**src/rtl/irq_sched_pkg.sv**
```systemverilog
// irq_sched_pkg: shared register map, source indices and FSM encoding for periph_irq_sched.
package irq_sched_pkg;

    localparam logic [1:0] REG_PENDING  = 2'd0;
    localparam logic [1:0] REG_ENABLE   = 2'd1;
    localparam logic [1:0] REG_CLAIM    = 2'd2;
    localparam logic [1:0] REG_COMPLETE = 2'd3;

    localparam int SRC_TIMER = 0;
    localparam int SRC_I2C   = 1;
    localparam int SRC_CRC   = 2;
    localparam int SRC_UART  = 3;

    localparam int CLAIM_VALID_BIT = 7;

    typedef enum logic [0:0] {
        IDLE    = 1'b0,
        SERVICE = 1'b1
    } state_e;

endpackage

```
**src/rtl/periph_irq_sched_pick.sv**
```systemverilog
// irq_pick: combinational winner search over the candidate vector, starting at a given index
// and wrapping modulo NUM_SRC; a start of 0 gives fixed lowest-index priority.
module irq_pick
    import irq_sched_pkg::*;
#(
    parameter int NUM_SRC = 4,
    parameter int ID_W    = 3
) (
    input  logic [NUM_SRC-1:0] cand,
    input  logic [ID_W-1:0]    start,
    output logic [ID_W-1:0]    winner,
    output logic               found
);

    localparam int IW   = ID_W + 1;
    localparam int SPAN = 1 << ID_W;

    logic [SPAN-1:0] cand_ext_s;
    logic [IW-1:0]   idx_s;

    // Scan every source once from the start index, first set candidate wins.
    always_comb begin
        winner     = '0;
        found      = 1'b0;
        idx_s      = '0;
        cand_ext_s = '0;
        cand_ext_s[NUM_SRC-1:0] = cand;
        for (int k = 0; k < NUM_SRC; k++) begin
            idx_s = {1'b0, start} + IW'(k);
            if (idx_s >= IW'(NUM_SRC)) begin
                idx_s = idx_s - IW'(NUM_SRC);
            end else begin
                idx_s = idx_s;
            end
            if (!found && cand_ext_s[idx_s[ID_W-1:0]]) begin
                winner = idx_s[ID_W-1:0];
                found  = 1'b1;
            end else begin
                winner = winner;
                found  = found;
            end
        end
    end

endmodule

```
**src/rtl/periph_irq_sched.sv**
```systemverilog
// periph_irq_sched: latches peripheral interrupt edges, masks them and serves one at a time via
// CLAIM/COMPLETE registers. Define IRQ_SCHED_RR_EN for round-robin instead of fixed priority.
module periph_irq_sched
    import irq_sched_pkg::*;
#(
    parameter int NUM_SRC = 4,
    parameter int ID_W    = 3
) (
    input  logic               clk,
    input  logic               rst_n,
    input  logic [NUM_SRC-1:0] src_irq,
    input  logic [1:0]         reg_addr,
    input  logic [7:0]         reg_wdata,
    input  logic               reg_we,
    input  logic               reg_re,
    output logic [7:0]         reg_rdata,
    output logic               reg_rvalid,
    output logic               cpu_irq,
    output logic [ID_W-1:0]    active_id
);

    logic [NUM_SRC-1:0] prev_src_r;
    logic [NUM_SRC-1:0] pending_r;
    logic [NUM_SRC-1:0] enable_r;
    state_e             state_r;
    logic [ID_W-1:0]    active_id_r;
    logic               cpu_irq_r;
    logic [7:0]         rdata_r;
    logic               rvalid_r;

    logic [NUM_SRC-1:0] rise_s;
    logic [NUM_SRC-1:0] cand_s;
    logic [NUM_SRC-1:0] w1c_mask_s;
    logic [NUM_SRC-1:0] claim_mask_s;
    logic [NUM_SRC-1:0] pending_nxt_s;
    logic [NUM_SRC-1:0] enable_nxt_s;
    logic [ID_W-1:0]    start_s;
    logic [ID_W-1:0]    winner_s;
    logic               found_s;
    logic               claim_ok_s;
    logic               complete_ok_s;
    state_e             state_nxt_s;
    logic [ID_W-1:0]    active_id_nxt_s;
    logic               cpu_irq_nxt_s;
    logic [7:0]         claim_word_s;
    logic [7:0]         rdata_nxt_s;
    logic               unused_wdata_s;

    assign rise_s = src_irq & ~prev_src_r;
    assign cand_s = pending_r & enable_r;
    assign unused_wdata_s = ^reg_wdata;

    irq_pick #(
        .NUM_SRC (NUM_SRC),
        .ID_W    (ID_W)
    ) u_pick (
        .cand    (cand_s),
        .start   (start_s),
        .winner  (winner_s),
        .found   (found_s)
    );

`ifdef IRQ_SCHED_RR_EN
    logic [ID_W-1:0] last_grant_r;

    // Search begins just after the most recently granted source so no source can starve the rest.
    always_comb begin
        if (last_grant_r >= ID_W'(NUM_SRC - 1)) begin
            start_s = '0;
        end else begin
            start_s = last_grant_r + ID_W'(1);
        end
    end

    // Remember the source granted on each successful claim.
    always_ff @(posedge clk) begin
        if (!rst_n) begin
            last_grant_r <= '0;
        end else if (claim_ok_s) begin
            last_grant_r <= winner_s;
        end else begin
            last_grant_r <= last_grant_r;
        end
    end
`else
    assign start_s = ID_W'(SRC_TIMER);
`endif

    // Register-window side effects on the pending and enable vectors.
    always_comb begin
        claim_ok_s    = reg_re && (reg_addr == REG_CLAIM) && (state_r == IDLE) && found_s;
        complete_ok_s = reg_we && (reg_addr == REG_COMPLETE) && (state_r == SERVICE)
                        && (reg_wdata[ID_W-1:0] == active_id_r);
        if (reg_we && (reg_addr == REG_PENDING)) begin
            w1c_mask_s = reg_wdata[NUM_SRC-1:0];
        end else begin
            w1c_mask_s = '0;
        end
        if (claim_ok_s) begin
            claim_mask_s = NUM_SRC'(1) << winner_s;
        end else begin
            claim_mask_s = '0;
        end
        if (reg_we && (reg_addr == REG_ENABLE)) begin
            enable_nxt_s = reg_wdata[NUM_SRC-1:0];
        end else begin
            enable_nxt_s = enable_r;
        end
        // A fresh rising edge always survives a clear in the same cycle.
        pending_nxt_s = (pending_r & ~w1c_mask_s & ~claim_mask_s) | rise_s;
    end

    // Service FSM: one interrupt in service at a time, no nesting.
    always_comb begin
        state_nxt_s     = state_r;
        active_id_nxt_s = active_id_r;
        case (state_r)
            IDLE: begin
                if (claim_ok_s) begin
                    state_nxt_s     = SERVICE;
                    active_id_nxt_s = winner_s + ID_W'(1);
                end else begin
                    state_nxt_s     = IDLE;
                    active_id_nxt_s = '0;
                end
            end
            SERVICE: begin
                if (complete_ok_s) begin
                    state_nxt_s     = IDLE;
                    active_id_nxt_s = '0;
                end else begin
                    state_nxt_s     = SERVICE;
                    active_id_nxt_s = active_id_r;
                end
            end
            default: begin
                state_nxt_s     = IDLE;
                active_id_nxt_s = '0;
            end
        endcase
        cpu_irq_nxt_s = (state_nxt_s == IDLE) && (|cand_s);
    end

    // Read mux samples pre-write state; data holds until the next read.
    always_comb begin
        claim_word_s = 8'h00;
        if ((state_r == IDLE) && found_s) begin
            claim_word_s[CLAIM_VALID_BIT] = 1'b1;
            claim_word_s[ID_W-1:0]        = winner_s + ID_W'(1);
        end else begin
            claim_word_s = 8'h00;
        end
        rdata_nxt_s = rdata_r;
        if (reg_re) begin
            case (reg_addr)
                REG_PENDING: rdata_nxt_s = 8'(pending_r);
                REG_ENABLE:  rdata_nxt_s = 8'(enable_r);
                REG_CLAIM:   rdata_nxt_s = claim_word_s;
                default:     rdata_nxt_s = 8'h00;
            endcase
        end else begin
            rdata_nxt_s = rdata_r;
        end
    end

    // State registers with synchronous active-low reset.
    always_ff @(posedge clk) begin
        if (!rst_n) begin
            prev_src_r  <= '0;
            pending_r   <= '0;
            enable_r    <= '0;
            state_r     <= IDLE;
            active_id_r <= '0;
            cpu_irq_r   <= 1'b0;
            rdata_r     <= 8'h00;
            rvalid_r    <= 1'b0;
        end else begin
            prev_src_r  <= src_irq;
            pending_r   <= pending_nxt_s;
            enable_r    <= enable_nxt_s;
            state_r     <= state_nxt_s;
            active_id_r <= active_id_nxt_s;
            cpu_irq_r   <= cpu_irq_nxt_s;
            rdata_r     <= rdata_nxt_s;
            rvalid_r    <= reg_re;
        end
    end

    assign reg_rdata  = rdata_r;
    assign reg_rvalid = rvalid_r;
    assign cpu_irq    = cpu_irq_r;
    assign active_id  = active_id_r;

endmodule

```
**config.mk**
```make
export PLATFORM = sky130hd
export DESIGN_NAME = periph_irq_sched
export DESIGN_NICKNAME = d
export VERILOG_FILES = /design/src/rtl/irq_sched_pkg.sv /design/src/rtl/periph_irq_sched_pick.sv /design/src/rtl/periph_irq_sched.sv
export SDC_FILE = /design/constraint.sdc
export NUM_CORES = 1
export LEC_CHECK = 0
export CORE_UTILIZATION = 54
export CTS_CLUSTER_DIAMETER = 150
export CTS_CLUSTER_SIZE = 25
export DETAILED_ROUTE_END_ITERATION = 16
export PLACE_DENSITY = 0.87
export SLEW_MARGIN = 15
export SYNTH_ARGS = -nofsm -noshare
export SYNTH_HDL_FRONTEND = slang
export SYNTH_HIERARCHICAL = 1
export SYNTH_SLANG_ARGS = --single-unit
```
**constraint.sdc**
```tcl
create_clock -name clk -period 4.4 [get_ports clk]
set_input_delay 0.88 -clock clk [delete_from_list [all_inputs] [get_ports clk]]
set_output_delay 0.88 -clock clk [all_outputs]
set_load 0.02 [all_outputs]
```
==> results.cfg, run 1 <==
[critical_path]
critPathMaxFanout = 6
critPathTopFamily = compound AO/OA/AOI/OAI gates
cp-end-kind = flop
crit_slowest_cell = a211oi_1
worstPathCellList = and2_1 -> mux4_2 -> o21ai_2 -> or2_1 -> a211oi_1 -> inv_1 -> ha_1 -> a2bb2oi_1 -> o21ai_0
required_ns = 4.61
worstSetupStartpointType = flop
critPathMaxStageDelay_ns = 0.63
cp.arrival_ns = 3.02
r2r_end = reg_rdata[1]$_SDFFE_PN0P_
critPathBufInv = 1
ff2ff_path_depth = 9
r2r-start = pending_r[3]$_SDFF_PN0_
critical_path_class = flop to flop
r2r_slack_ns = 1.59

[global_routing]
grt.overflow.total = 0
grt-busiest-layer = met2
use_met2_pct = 44.9
grtUsageMet3_pct = 5.28
grt_antenna_before_repair = 0
grt_util_met1_pct = 29.1
grt_max_degree = 22
gr-usage-all-layers_pct = 24.8
grt_pass1_vias = 1214
grt_pass1_wl_um = 5210

[route]
wl_per_cell_um = 14.3
viasPerCell = 5.47
drtIter0Drc = 31
routed_wl_um = 3250
vias = 1241
detail-route-antenna-nets = 0
drc = 0
firstDrtPassIters = 4

[yosys]
syn_area_per_cell_sq_um = 8.87
synth-seq-cells = 23
ys_warn_count = 6
seq_area_frac_synth_pct = 30.9
synth_adder_area_share_pct = 5.88
synth_top_family_by_area = simple AND/OR/NAND/NOR gates
synth_area_sq_mm = 0.00149
synthCells = 168
synth_cell_type_count = 46
synthXorXnorAreaFrac_pct = 1.76
synthMuxAreaShare_pct = 9.57
synthFlopType = dfxtp_1
synth-simple-area-share_pct = 23.8
synth_compound_area_share_pct = 17.8
synth_edf_count = 0
ys_async_sr_fraction_pct = 0

[pwr]
switchingPower_uw = 123
comb_power_share_pct = 21.5
p_leak_nw = 0.746
p_seq_share_pct = 53.8
vdd_drop_max_mv = 0.226
p_per_area_mw_per_mm2 = 238
p_clk_share_pct = 24.7
p_int_uw = 293
switching_share_pct = 29.6
power_uw = 416

[cells_and_area]
num_antenna_cells = 0
nets = 223
post-route-util_pct = 68.6
drive_above_1_share_pct = 5.58
fin_area_sq_mm = 0.00175
final.fill_count = 209
syn2layout_area_growth_pct = 17.2

[min_path]
hp-start = prev_src_r[2]$_SDFF_PN0_
min_to = pending_r[2]$_SDFF_PN0_
hold_class = flop to flop
min_delay_path_depth = 1

[cts]
post_cts_buffers = 0
path_clk_slew_ns = 0.14
cts.path.max_buffers = 2
cts_root_buf = clkbuf_4
cts_sinks = 23
cts_tree = done
clk_latency_ns = 0.32
cts_buffers = 3
cts_htree_levels = 1
cts_hold_buffers = 0
ctsResizeCount = 0

[placement]
numPortBuffers = 23
dp_hpwl_um = 2590
post-place-ws_ns = 1.66
place.gp.congestion = 0.873
dpl_cell_area_sq_mm = 0.00172

[sta]
fmax_mhz = 356
skew_ns = 0.00622
slew_viol_final = 0
tns_ns = 0
slew_headroom_pct = 48.6
period_minus_slack_ns = 2.81
worstMarginPinSlew_ns = 0.766
rsz0062_at_grt = false
setup_viol = 0
fin_ws_ns = 1.59
finalHoldViolCount = 0
timing.final.crit_share_pct = 63.9

[floorplan]
ios = 31
fp.dieH_um = 54.5
core_sq_mm = 0.00254
rows = 18
die_x_um = 54.5
start_util_pct = 58.6
dieArea_sq_mm = 0.00297

[run_status]
outcome = finished, final reports clean

[run]
drv_cap = 0
==> registers in the layout, indices dropped and copies added (netlist names) <==
| name | flops |
|---|---|
| reg_rdata | 5 |
| prev_src_r | 4 |
| active_id | 3 |
| reg_rvalid | 1 |
| enable_r | 4 |
| cpu_irq | 1 |
| pending_r | 4 |
| state_r | 1 |
==> logic make-up (layout without fill, tap and decap cells) <==
| logic type | Yosys count | count (layout) |
|---|---|---|
| buffers and inverters | 26 | 40 |
| and+or+nand+nor | 57 | 57 |
| adders and majority gates | 7 | 7 |
| muxes | 13 | 13 |
| AOI/OAI and AO/OA | 37 | 37 |
| DFF | 23 | 23 |
| other | 2 | 17 |
| xor gates and xnor gates | 3 | 3 |
==> cell usage after synthesis (all sizes together) (3+ instances only) <==
master / number / share of area, %
and4: 3 / 1.8
nor2b: 3 / 1.3
buf: 12 / 6.3
mux2i: 12 / 8.1
a21o: 3 / 1.5
xor2: 3 / 1.8
nand3: 6 / 2.4
a21oi: 4 / 1.3
a2bb2oi: 3 / 1.8
o22ai: 7 / 2.9
nand2b: 3 / 1.3
o21ai: 7 / 2.6
nor2: 9 / 2.3
nor3b: 3 / 1.5
ha: 7 / 5.9
nand3b: 5 / 2.5
and2: 6 / 2.5
nand2: 14 / 4.0
inv: 13 / 3.3
dfxtp: 23 / 31
==> cell type report <==
class                           instances  area (sq um)  area share, %
Clock buffer                            3          22.5           1.29
Multi-Input combinational cell        134           940           53.8
Tap cell                               30          37.5           2.15
Sequential cell                        23           460           26.4
Timing Repair Buffer                   23           230           13.2
Clock inverter                          1          7.51          0.430
Inverter                               13          48.8           2.79
==> per-stage QoR <==
stage / hold slack [ns] / std cells
2_1_floorplan: 0.388 / 183
3_3_place_gp: 0.395 / 223
3_5_place_dp: 0.403 / 223
4_1_cts: 0.422 / 227
5_1_grt: 0.422 / 227
6_report: 0.418 / 227
==> power groups by stage <==
stage | sequential (mW) | clock [mW] | combinational [mW]
after floorplan | 0.229 | 0 | 0.0641
after global placement | 0.227 | 0 | 0.0839
after detailed placement | 0.228 | 0 | 0.0861
after CTS | 0.224 | 0.104 | 0.0864
after global routing | 0.225 | 0.111 | 0.0978
final | 0.224 | 0.103 | 0.0893
==> worst max-delay path by stage <==
stage	end	from	cells after the start	slack (ns)
2_1_floorplan	reg_rdata[2]$_SDFFE_PN0P_	pending_r[3]$_SDFF_PN0_	10	2.18
6_report	reg_rdata[1]$_SDFFE_PN0P_	pending_r[3]$_SDFF_PN0_	9	1.59
5_1_grt	reg_rdata[1]$_SDFFE_PN0P_	pending_r[2]$_SDFF_PN0_	9	1.44
3_3_place_gp	pending_r[2]$_SDFF_PN0_	reg_addr[0]	4	1.74
3_5_place_dp	reg_rdata[1]$_SDFFE_PN0P_	pending_r[3]$_SDFF_PN0_	9	1.66
4_1_cts	reg_rdata[1]$_SDFFE_PN0P_	pending_r[3]$_SDFF_PN0_	9	1.62
==> cells in the final DEF, fill, tap and decap left out, types with 2 or more instances in the layout <==
cell             instances
o21ai_0                  6
a21o_1                   3
nor2b_1                  3
nor3b_1                  3
conb_1                  17
clkdlybuf4s50_1         23
a2bb2oi_1                3
ha_1                     7
inv_1                   13
nand3b_1                 5
a21oi_1                  4
mux2i_1                 12
and4_1                   3
xor2_1                   3
nand2b_1                 3
nor2_1                   9
dfxtp_1                 23
nand3_1                  5
o22ai_1                  7
a31oi_1                  2
nand2_1                 13
and2_1                   6
clkbuf_4                 3
==> metal layers <==
layer	vias up	wire length, um
met1	588	1460
met3	4	97
met2	21	1660
met4	0	31
met5	-	0
li1	628	-
Power figures use the tool's default switching activity.
==> run 2, diff against run 1 <==
CORE_UTILIZATION = 51   (was 54)
PLACE_DENSITY = 0.83   (was 0.87)
clock period = 2.7 ns   (was 4.4 ns; I/O delays follow)
==> run 2 against run 1 <==
  * Sequential share of layout area fell by 0.57 points
  * Register-to-register slack got worse by 1.4 ns
  * Worst hold slack improved by 0.0016 ns
  * Die area grew 5.7%
  * Critical path depth is 1 higher
  * Largest cell class unchanged
  * First-iteration DRC count grew 81%
==> results.cfg, run 2 (synthesis gave the netlist of run 1 again) <==
[run_status]
outcome = finished, final reports clean

[floorplan]
ios = 31
start_util_pct = 54.0
rows = 19
dieArea_sq_mm = 0.00314
fp.dieH_um = 56.1
core_sq_mm = 0.00276
die_x_um = 56.1

[run]
drv_cap = 0

[route]
wl_per_cell_um = 14.8
firstDrtPassIters = 4
detail-route-antenna-nets = 0
vias = 1306
drtIter0Drc = 56
drc = 0
viasPerCell = 5.61
routed_wl_um = 3440

[sta]
skew_ns = 0.0121
slew_viol_final = 0
timing.final.crit_share_pct = 92.8
worstMarginPinSlew_ns = 0.551
tns_ns = 0
fmax_mhz = 399
setup_viol = 0
slew_headroom_pct = 63.2
finalHoldViolCount = 0
period_minus_slack_ns = 2.51
rsz0062_at_grt = false

[placement]
place.gp.congestion = 0.870
dp_hpwl_um = 2660
numPortBuffers = 23

[cts]
cts_tree = done
cts_hold_buffers = 0
cts_buffers = 3
clk_latency_ns = 0.33
post_cts_buffers = 0
cts_sinks = 23
ctsResizeCount = 0
cts_htree_levels = 1
path_clk_slew_ns = 0.14
cts.path.max_buffers = 2
cts_root_buf = clkbuf_4

[cells_and_area]
num_antenna_cells = 0
mostFrequentLayoutCells = dfxtp_1, clkdlybuf4s50_1, conb_1
syn2layout_area_growth_pct = 19.8
largest_reg_flops = 5
drive_above_1_share_pct = 7.92
post-route-util_pct = 64.7
final.fill_count = 244
nets = 228

[global_routing]
grt.overflow.total = 0
grt_max_degree = 15
grt_pass1_vias = 1296
grt_antenna_before_repair = 0
grt_pass1_wl_um = 5830
gr-usage-all-layers_pct = 23.6

[critical_path]
critPathMaxFanout = 6
worstSetupStartpointType = flop
ff2ff_path_depth = 10
critical_path_class = flop to flop
cp.arrival_ns = 2.73
cp-end-kind = flop
required_ns = 2.92

[min_path]
hold_class = flop to flop
min_delay_path_depth = 1

[pwr]
p_leak_nw = 0.771
vdd_drop_max_mv = 0.447
p_per_area_mw_per_mm2 = 387
[run 2: cell count changes in the layout (fill, tap and decap cells not counted), sizes merged]
cell  change
buf       +5
[run 2: final timing paths]
check | to | start | slack [ns]
max reg2reg | reg_rdata[2]$_SDFFE_PN0P_ | pending_r[3]$_SDFF_PN0_ | 0.19
min reg2reg | pending_r[2]$_SDFF_PN0_ | prev_src_r[2]$_SDFF_PN0_ | 0.42
min | pending_r[2]$_SDFF_PN0_ | prev_src_r[2]$_SDFF_PN0_ | 0.42
max | reg_rdata[2]$_SDFFE_PN0P_ | pending_r[3]$_SDFF_PN0_ | 0.19
[run 2: layout make-up]
class | count | area, sq um | area share, %
clock buffer | 3 | 22.5 | 1.26
inverter | 13 | 48.8 | 2.73
tap | 31 | 38.8 | 2.17
timing repair buffer | 28 | 268 | 15.0
clock inverter | 1 | 7.51 | 0.420
multi-input combinational | 134 | 940 | 52.6
sequential | 23 | 460 | 25.8
[run 2: stage by stage]
step	total power, mW	hold slack, ns	worst slack [ns]	instances	cell area, sq um
finish	0.691	0.420	0.193	233	1790
floorplan	0.478	0.388	0.484	183	1550
global route	0.721	0.435	0.0604	233	1790
detailed placement	0.519	0.405	0.248	229	1760
global placement	0.515	0.393	0.309	229	1760
CTS	0.684	0.424	0.217	233	1790
[run 2: worst max-delay path, cell delays in order, from the launching register on]
cell       delay (ns)
dfxtp_1          0.35
and2_1           0.23
mux4_2           0.49
o21ai_2          0.10
o32ai_1          0.09
a211o_1          0.37
ha_1             0.21
ha_1             0.27
inv_1            0.06
a2bb2oi_1        0.14
o21ai_0          0.10
[run 2: metal layers]
layer	share of wire, %	GRT usage [%]	vias up
met3	5.0	6.05	4
met5	0	0	-
met4	0.61	6.27	0
met2	50	42.0	41
met1	44	27.9	624
li1	-	-	637
[run 2: power by group]
| group | switching [mW] | internal, mW | leakage (nW) | total (mW) |
|---|---|---|---|---|
| logic | 0.0825 | 0.0707 | 0.568 | 0.153 |
| clock network | 0.116 | 0.0567 | 0.0139 | 0.172 |
| registers | 0.0102 | 0.355 | 0.189 | 0.365 |
| total | 0.208 | 0.482 | 0.771 | 0.691 |
==> run 3, diff against run 2 <==
CORE_UTILIZATION = 56   (was 51)
DONT_BUFFER_PORTS = 1   (was default)
PLACE_DENSITY = 0.74   (was 0.83)
==> run 3 against run 2 <==
  * Via count shrank 11%
  * Clock skew shrank 0.0039 ns
  * Setup slack gained 0.0095 ns
  * Register-to-register slack is essentially flat
  * Total power shrank 7.8%
  * Clock power shrank 5%
  * Non-clock buffer count shrank 27
  * Count of clock-buffer cells in the layout is the same
  * Die area shrank 8.6%
==> results.cfg, run 3 (synthesis gave the netlist of run 1 again) <==
[placement]
numPortBuffers = 0
dp_hpwl_um = 2330
place.gp.congestion = 0.822

[sta]
finalHoldViolCount = 0
fmax_mhz = 400
slew_viol_final = 0
slew_headroom_pct = 61.3
hold_slack_ns = 0.320
timing.final.crit_share_pct = 92.5
period_minus_slack_ns = 2.50
rsz0062_at_grt = false
tns_ns = 0
worstMarginPinSlew_ns = 0.580
skew_ns = 0.00813
setup_viol = 0

[route]
viasPerCell = 5.69
wl_per_cell_um = 15.0
vias = 1167
drtIter0Drc = 24
drc = 0
routed_wl_um = 3080
detail-route-antenna-nets = 0
firstDrtPassIters = 4

[min_path]
hold_class = primary input to flop

[critical_path]
worstSetupStartpointType = flop
required_ns = 2.92
critical_path_class = flop to flop
critPathMaxFanout = 6
cp-end-kind = flop
cp.arrival_ns = 2.71

[global_routing]
grt_util_met1_pct = 30.2
gr-usage-all-layers_pct = 23.5
grt.overflow.total = 0
grt_pass1_vias = 1077
grtUsageMet3_pct = 7.06
grt-busiest-layer = met2
use_met2_pct = 37.7
grt_pass1_wl_um = 4750
grt_max_degree = 22
grt_antenna_before_repair = 0

[cts]
ctsResizeCount = 0
cts_buffers = 3
clk_latency_ns = 0.32
path_clk_slew_ns = 0.13
cts_sinks = 23
cts_htree_levels = 1
cts_root_buf = clkbuf_4
cts_tree = done
cts.path.max_buffers = 2
cts_hold_buffers = 0
post_cts_buffers = 0

[pwr]
p_clk_share_pct = 25.8
p_seq_share_pct = 57.9
switching_share_pct = 28.4
power_uw = 637
p_leak_nw = 0.670
switchingPower_uw = 181
comb_power_share_pct = 16.3
p_per_area_mw_per_mm2 = 419
vdd_drop_max_mv = 0.303
p_int_uw = 456

[floorplan]
dieArea_sq_mm = 0.00287
core_sq_mm = 0.00250
start_util_pct = 59.6
die_x_um = 53.6
fp.dieH_um = 53.6
ios = 31
rows = 18

[cells_and_area]
num_antenna_cells = 0
nets = 201
drive_above_1_share_pct = 6.86
mostFrequentLayoutCells = dfxtp_1, conb_1, inv_1, nand2_1, mux2i_1
final_common_cell = dfxtp_1
syn2layout_area_growth_pct = 2.10
largest_reg_flops = 5

[run_status]
outcome = finished, final reports clean

[run]
drv_cap = 0
run 3: worst max-delay path: stages (launching register included):
cell and delay, ns:
dfxtp_1 0.35, and2_1 0.24, mux4_2 0.49, o21ai_2 0.11, o32ai_1 0.09, a211o_1 0.35, ha_1 0.20, ha_1 0.29
inv_1 0.06, a2bb2oi_1 0.12, o21ai_0 0.10
run 3: layout make-up:
| type | instances | area [sq um] |
|---|---|---|
| Clock buffer | 3 | 22.5 |
| Clock inverter | 1 | 5.00 |
| Fill cell | 235 | 978 |
| Inverter | 13 | 48.8 |
| Multi-Input combinational cell | 134 | 940 |
| Sequential cell | 23 | 460 |
| Tap cell | 30 | 37.5 |
| Timing Repair Buffer | 1 | 7.51 |
run 3: per-stage QoR:
| step | instance area, sq um | instances | utilization, % | worst slack (ns) |
|---|---|---|---|---|
| after detailed placement | 1490 | 201 | 59.8 | 0.256 |
| after global placement | 1490 | 201 | 59.8 | 0.283 |
| after CTS | 1520 | 205 | 60.9 | 0.215 |
| after floorplan | 1550 | 183 | - | 0.484 |
| after global routing | 1520 | 205 | 60.9 | 0.0984 |
| final | 1520 | 205 | 60.9 | 0.203 |
run 3: routing by layer:
metal	vias to the layer above	share of wire, %
met5	-	0
met4	0	0.75
met3	4	5.4
met2	34	46
met1	544	48
li1	585	-
run 3: worst paths after layout:
path                             from                        end  slack (ns)  cells after the start
max           pending_r[3]$_SDFF_PN0_  reg_rdata[2]$_SDFFE_PN0P_        0.20                     10
min reg2reg  prev_src_r[2]$_SDFF_PN0_    pending_r[2]$_SDFF_PN0_        0.42                      1
max reg2reg   pending_r[3]$_SDFF_PN0_  reg_rdata[2]$_SDFFE_PN0P_        0.20                     10
min                             rst_n  reg_rdata[3]$_SDFFE_PN0P_        0.32                      1
run 3: power by group through the flow:
| stage | clock network, mW | logic, mW | registers, mW |
|---|---|---|---|
| 2_1_floorplan | 0 | 0.105 | 0.374 |
| 3_3_place_gp | 0 | 0.0956 | 0.376 |
| 3_5_place_dp | 0 | 0.0983 | 0.377 |
| 4_1_cts | 0.168 | 0.0990 | 0.369 |
| 5_1_grt | 0.175 | 0.116 | 0.371 |
| 6_report | 0.164 | 0.104 | 0.369 |
